<file path="config.mk">
export PLATFORM = sky130hd
export DESIGN_NAME = data_bank_sequencer
export DESIGN_NICKNAME = d
export VERILOG_FILES = /design/src/rtl/brain_net_pkg.sv /design/src/rtl/bank_read_mux.sv /design/src/rtl/data_bank_sequencer.sv
export SDC_FILE = /design/constraint.sdc
export NUM_CORES = 1
export LEC_CHECK = 0
export BUFFER_PORTS_ARGS = -buffer_cell sky130_fd_sc_hd__buf_2
export CAP_MARGIN = 20
export CORE_AREA = 2 2 169 171
export DETAILED_ROUTE_END_ITERATION = 8
export DIE_AREA = 0 0 171 173
export GPL_TIMING_DRIVEN = 0
export PLACE_DENSITY = 0.39
export SLEW_MARGIN = 5
export SYNTH_ARGS = -nofsm -noshare
export SYNTH_HDL_FRONTEND = slang
export SYNTH_SLANG_ARGS = --single-unit
</file>
<file path="constraint.sdc">
create_clock -name clk -period 3.3 [get_ports clk]
set_input_delay 0.33 -clock clk [delete_from_list [all_inputs] [get_ports clk]]
set_output_delay 0.33 -clock clk [all_outputs]
set_load 0.01 [all_outputs]
</file>
<file path="src/rtl/brain_net_pkg.sv">
// Shared types and default geometry for the data register bank and its sequencer.
package brain_net_pkg;

  localparam int NUM_REGS_DEF = 10;
  localparam int DATA_W_DEF   = 32;
  localparam int ADDR_W_DEF   = 4;

  typedef enum logic [1:0] {
    IDLE   = 2'd0,
    LOAD   = 2'd1,
    COMMIT = 2'd2,
    SCAN   = 2'd3
  } seq_state_t;

endpackage

</file>
<file path="src/rtl/bank_read_mux.sv">
// Combinational NUM_REGS:1 word select from the flattened bank outputs.
module bank_read_mux #(
  parameter int NUM_REGS = 10,
  parameter int DATA_W   = 32,
  parameter int ADDR_W   = 4
) (
  input  logic [NUM_REGS*DATA_W-1:0] bank_q_i,
  input  logic [ADDR_W-1:0]          sel_i,
  output logic [DATA_W-1:0]          word_o
);

  // AND-OR select; an out-of-range index yields zero
  always_comb begin
    word_o = '0;
    for (int i = 0; i < NUM_REGS; i++) begin
      word_o = word_o | ({DATA_W{sel_i == ADDR_W'(i)}} & bank_q_i[i*DATA_W +: DATA_W]);
    end
  end

endmodule

</file>
<file path="src/rtl/data_bank_sequencer.sv">
// Arbitrates host load, layer commit and readout scan onto the data register bank.
// Optional LOAD idle timeout with sticky timeout_err: define SEQ_TIMEOUT_EN.
module data_bank_sequencer
  import brain_net_pkg::*;
#(
  parameter int NUM_REGS    = NUM_REGS_DEF,
  parameter int DATA_W      = DATA_W_DEF,
  parameter int ADDR_W      = ADDR_W_DEF,
  parameter int TIMEOUT_CYC = 255
) (
  input  logic                       clk,
  input  logic                       rst_n,
  input  logic                       load_req,
  input  logic                       in_valid,
  input  logic [DATA_W-1:0]          in_data,
  output logic                       in_ready,
  output logic                       load_done,
  input  logic                       commit_req,
  output logic                       commit_ack,
  input  logic                       scan_req,
  input  logic [NUM_REGS*DATA_W-1:0] bank_q,
  output logic                       scan_valid,
  output logic [DATA_W-1:0]          scan_data,
  output logic [ADDR_W-1:0]          scan_index,
  input  logic                       scan_ready,
  output logic                       scan_done,
  output logic [ADDR_W-1:0]          bank_address,
  output logic [DATA_W-1:0]          bank_data_in,
  output logic                       bank_write_address,
  output logic                       bank_write_all,
  output logic                       busy
`ifdef SEQ_TIMEOUT_EN
  , output logic                     timeout_err
`endif
);

  localparam logic [ADDR_W-1:0] LAST_IDX = ADDR_W'(NUM_REGS - 1);

  seq_state_t          state_q, state_d;
  logic [ADDR_W-1:0]   idx_q, idx_d;
  logic                wr_addr_q, wr_addr_d;
  logic [ADDR_W-1:0]   addr_q, addr_d;
  logic [DATA_W-1:0]   data_q, data_d;
  logic                wr_all_q, wr_all_d;
  logic                ack_q, ack_d;
  logic                done_q, done_d;
  logic [DATA_W-1:0]   mux_word_s;

`ifdef SEQ_TIMEOUT_EN
  localparam int IDLE_W = (TIMEOUT_CYC < 2) ? 1 : $clog2(TIMEOUT_CYC);
  localparam logic [IDLE_W-1:0] IDLE_LIM = IDLE_W'(TIMEOUT_CYC - 1);
  logic [IDLE_W-1:0]   idle_q, idle_d;
  logic                terr_q, terr_d;
`endif

  bank_read_mux #(
    .NUM_REGS (NUM_REGS),
    .DATA_W   (DATA_W),
    .ADDR_W   (ADDR_W)
  ) u_read_mux (
    .bank_q_i (bank_q),
    .sel_i    (idx_q),
    .word_o   (mux_word_s)
  );

  // Next-state, index and bank control decode
  always_comb begin
    state_d   = state_q;
    idx_d     = idx_q;
    wr_addr_d = 1'b0;
    addr_d    = addr_q;
    data_d    = data_q;
    wr_all_d  = 1'b0;
    ack_d     = 1'b0;
    done_d    = 1'b0;
`ifdef SEQ_TIMEOUT_EN
    idle_d    = idle_q;
    terr_d    = terr_q;
`endif
    case (state_q)
      IDLE: begin
        idx_d = '0;
        if (load_req) begin
          state_d = LOAD;
`ifdef SEQ_TIMEOUT_EN
          idle_d  = '0;
          terr_d  = 1'b0;
`endif
        end else if (commit_req) begin
          // Strobes are registered so they coincide with the COMMIT cycle
          state_d  = COMMIT;
          wr_all_d = 1'b1;
          ack_d    = 1'b1;
        end else if (scan_req) begin
          state_d = SCAN;
        end else begin
          state_d = IDLE;
        end
      end
      LOAD: begin
        if (in_valid) begin
          wr_addr_d = 1'b1;
          addr_d    = idx_q;
          data_d    = in_data;
`ifdef SEQ_TIMEOUT_EN
          idle_d    = '0;
`endif
          if (idx_q == LAST_IDX) begin
            idx_d   = '0;
            done_d  = 1'b1;
            state_d = IDLE;
          end else begin
            idx_d = idx_q + ADDR_W'(1);
          end
        end else begin
`ifdef SEQ_TIMEOUT_EN
          if (idle_q == IDLE_LIM) begin
            state_d = IDLE;
            idx_d   = '0;
            idle_d  = '0;
            terr_d  = 1'b1;
          end else begin
            idle_d = idle_q + IDLE_W'(1);
          end
`else
          state_d = LOAD;
`endif
        end
      end
      COMMIT: begin
        state_d = IDLE;
      end
      SCAN: begin
        if (scan_ready) begin
          if (idx_q == LAST_IDX) begin
            idx_d   = '0;
            state_d = IDLE;
          end else begin
            idx_d = idx_q + ADDR_W'(1);
          end
        end else begin
          idx_d = idx_q;
        end
      end
      default: begin
        state_d = IDLE;
        idx_d   = '0;
      end
    endcase
  end

  // State and registered bank-control outputs
  always_ff @(posedge clk or negedge rst_n) begin
    if (!rst_n) begin
      state_q   <= IDLE;
      idx_q     <= '0;
      wr_addr_q <= 1'b0;
      addr_q    <= '0;
      data_q    <= '0;
      wr_all_q  <= 1'b0;
      ack_q     <= 1'b0;
      done_q    <= 1'b0;
`ifdef SEQ_TIMEOUT_EN
      idle_q    <= '0;
      terr_q    <= 1'b0;
`endif
    end else begin
      state_q   <= state_d;
      idx_q     <= idx_d;
      wr_addr_q <= wr_addr_d;
      addr_q    <= addr_d;
      data_q    <= data_d;
      wr_all_q  <= wr_all_d;
      ack_q     <= ack_d;
      done_q    <= done_d;
`ifdef SEQ_TIMEOUT_EN
      idle_q    <= idle_d;
      terr_q    <= terr_d;
`endif
    end
  end

  assign in_ready           = (state_q == LOAD);
  assign busy               = (state_q != IDLE);
  assign scan_valid         = (state_q == SCAN);
  assign scan_index         = scan_valid ? idx_q : '0;
  assign scan_data          = scan_valid ? mux_word_s : '0;
  assign scan_done          = scan_valid & scan_ready & (idx_q == LAST_IDX);
  assign bank_write_address = wr_addr_q;
  assign bank_address       = addr_q;
  assign bank_data_in       = data_q;
  assign bank_write_all     = wr_all_q;
  assign commit_ack         = ack_q;
  assign load_done          = done_q;
`ifdef SEQ_TIMEOUT_EN
  assign timeout_err        = terr_q;
`endif

endmodule

</file>
==> metrics.txt <==
status completed; Worst EP arrival 2.69 ns; synthesized area per cell 8.95 um2; initial antenna violation count 1; CP endpoint kind output pin; CP Launch Type flop; dpl ws 0.564 ns; sequential-to-total area share from yosys stat between 20 and 30%; cts bufs inserted 5; largest net degree at the start of global routing 46; adder-cell area share of the yosys netlist 0%; r2r worst-path depth 7; first-pass GRT wire length between 40000 and 50000 um; Layout Nets 1307; drt via density about 4.6; Leak Pwr 3.64 nW; routed wire length 30100 um; simple-gate area share of the yosys netlist 11.2%; initial DRC count 300; post-CTS setup buffers 0; crit path max fanout 10; MaxCap Viol Count 0; Syn Nets 861; YS warnings 0; Final Util 26.5%; Hold Crit Class primary input to asynchronous set/reset pin; final worst slack 0.277 ns; PortBufs roughly 440; CTS tree yes; R2R Setup Slk 1.38 ns; Max-slew headroom 42.8%; Layout fillers 3159; final period utilization around 92%; most frequent cells in the layout buf_2, a22oi_1, mux2i_1, o22ai_1, dfrtp_1; R2R Path End idx_q[3]; Max Transition Viols Final 0; core area 0.0276 mm2; row cnt 61; Detail Placement HPWL 25100 um; num ports 439; ratio of cells with drive above 1 in the final layout 56.6%; Post-CTS Resized 0; DRC errors left 0; Worst EP required 2.97 ns; post-synthesis xor/xnor area fraction 0%; clock skew 0.00643 ns; Syn-to-layout area delta 63.0%; gpl congestion 0.841; Power Density 755 mW/mm2; CTS Sinks 45; fmax roughly 330 MHz; Die Ht 173 um; crit path to scan_data[7]; CP startpoint state_q[1]; Yosys cell types 43; WL/cell 22.6 um; Initial Util 16.3%; Clock Latency Late Sink 0.29 ns; multiplexer area fraction after synthesis 22.6%; crit path time final 3.02 ns; commonest non-fill, non-tap cell in the layout buf_2; die area 0.0296 mm2; clock tree buffer depth 2; Cells after Synth about 500; register bit total from synthesis 45; Max IR drop VDD 0.000444 V; Netlist Area Pre-Place about 0.0045 mm2; root buf cell clkbuf_16; largest family of logic cells by synthesized area compound AO/OA/AOI/OAI gates; Setup Total Neg Slack 0 ns; clock-pin slew on the worst setup and hold paths 0.06 ns; Die Wd 171 um; Final Hold Fails 0; Reg-to-Reg Start idx_q[1]; RSZ-0062 raised after global routing no; routed vias 6084; vias in the first global route roughly 6000; Routed Antenna Nets 0; hold_buf cts 0; Setup Crit Path Kind flop to output pin; H-tree lvl count 2; Pre-antenna DRT Iters 5; gr usage total 19.0%; Synth Area in Compound Gates about a third; setup violators final 0; grt ovf 0; Slew @ Worst Pin between 0.8 and 0.9 ns
## cells by family after synthesis
logic type / count (synthesis)
mux: 97
flops: 45
buf+inv: 60
compound gates: 200
simple gates: 100
## sequential cells by signal, indices dropped and copies added, names as in the netlist
signal,cells
bank_address,4
bank_data_in,32
bank_write_address,1
commit_ack,1
idx_q,4
load_done,1
state_q,2
## per-stage QoR
| stage | power [mW] | cells | area, um2 | hold slack (ns) |
|---|---|---|---|---|
| 2_1_floorplan | 3.42 | 502 | 4490 | 0.0344 |
| 3_3_place_gp | 5.13 | 1318 | 7160 | 0.467 |
| 3_5_place_dp | 5.13 | 1318 | 7160 | 0.479 |
| 4_1_cts | 5.64 | 1326 | 7300 | 0.204 |
| 5_1_grt | 5.94 | 1327 | 7320 | 0.0279 |
| 6_report | 5.53 | 1329 | 7320 | 0.00182 |
## per-layer routing
metal  vias to the layer above  wire length (um)  track usage, %
met2                       301             15400            35.3
li1                       2876                 -               -
met4                         0               335            2.75
met3                        17              1950            2.93
met5                         -                 0               0
met1                      2890             12400            23.3
## worst min path at each step
stage	startpoint	to	slack, ns
global placement	bank_address[2]	bank_address[2]	0.47
finish	rst_n	bank_data_in[20]	0.002
floorplan	rst_n	bank_address[0]	0.03
detailed placement	bank_address[2]	bank_address[2]	0.48
global route	rst_n	bank_data_in[11]	0.03
CTS	load_req	commit_ack	0.20
## cell type report
class | count | area [um2] | area share [%]
repair buffers | 439 | 2210 | 30.2
well taps | 378 | 473 | 6.46
clock buffers | 7 | 133 | 1.81
diodes | 2 | 5.00 | 0.0683
inverters | 4 | 15.0 | 0.205
plain buffers | 56 | 332 | 4.53
clock inverters | 1 | 7.51 | 0.103
multi-input cells | 397 | 3020 | 41.2
flip-flops and latches | 45 | 1130 | 15.4
## cells in the mapped netlist
master	instances	area, um2
mux2_2	35	394
nor4b_1	1	8.76
o31a_1	20	175
nor3b_2	1	12.5
or2_0	2	12.5
o32ai_1	4	35.0
a31oi_1	1	6.26
nor2_1	40	150
o31ai_1	1	7.51
a22oi_1	89	668
mux2i_1	62	621
buf_4	11	82.6
a221oi_1	6	52.6
o21ai_1	1	5.00
nor2_2	1	6.26
buf_6	6	67.6
nand2b_1	5	31.3
buf_1	1	3.75
nand3b_1	1	7.51
inv_1	3	11.3
dfrtp_1	45	1130
nor3b_1	1	7.51
nor3_1	8	40.0
nand2_2	1	6.26
nand2_1	12	45.0
buf_2	26	130
o21ai_0	5	25.0
a22o_1	12	105
a21oi_1	5	25.0
nor2_4	1	11.3
inv_2	1	3.75
a2bb2oi_2	1	15.0
and2_1	3	18.8
and3b_1	1	8.76
o22ai_1	47	294
clkbuf_2	2	10.0
or2_2	6	37.5
or3_1	1	6.26
nand3_1	2	10.0
clkbuf_1	10	37.5
nor2b_1	10	62.6
o41a_1	8	90.1
and3_1	3	18.8
## where the power goes
part           leakage [nW]  switching, mW  total [mW]  internal (mW)
combinational          3.05           2.44        4.08           1.64
sequential            0.528          0.145       0.961          0.816
clock                0.0641          0.206       0.488          0.281
total                  3.64           2.79        5.53           2.74
## critical path, stage by stage, from the launching register on
cell	delay, ns
dfrtp_1	0.31
buf_2	0.22
nand2_1	0.25
inv_1	0.18
buf_2	0.29
buf_1	0.69
o31a_1	0.30
buf_2	0.18
(Power assumes the default switching activity.)
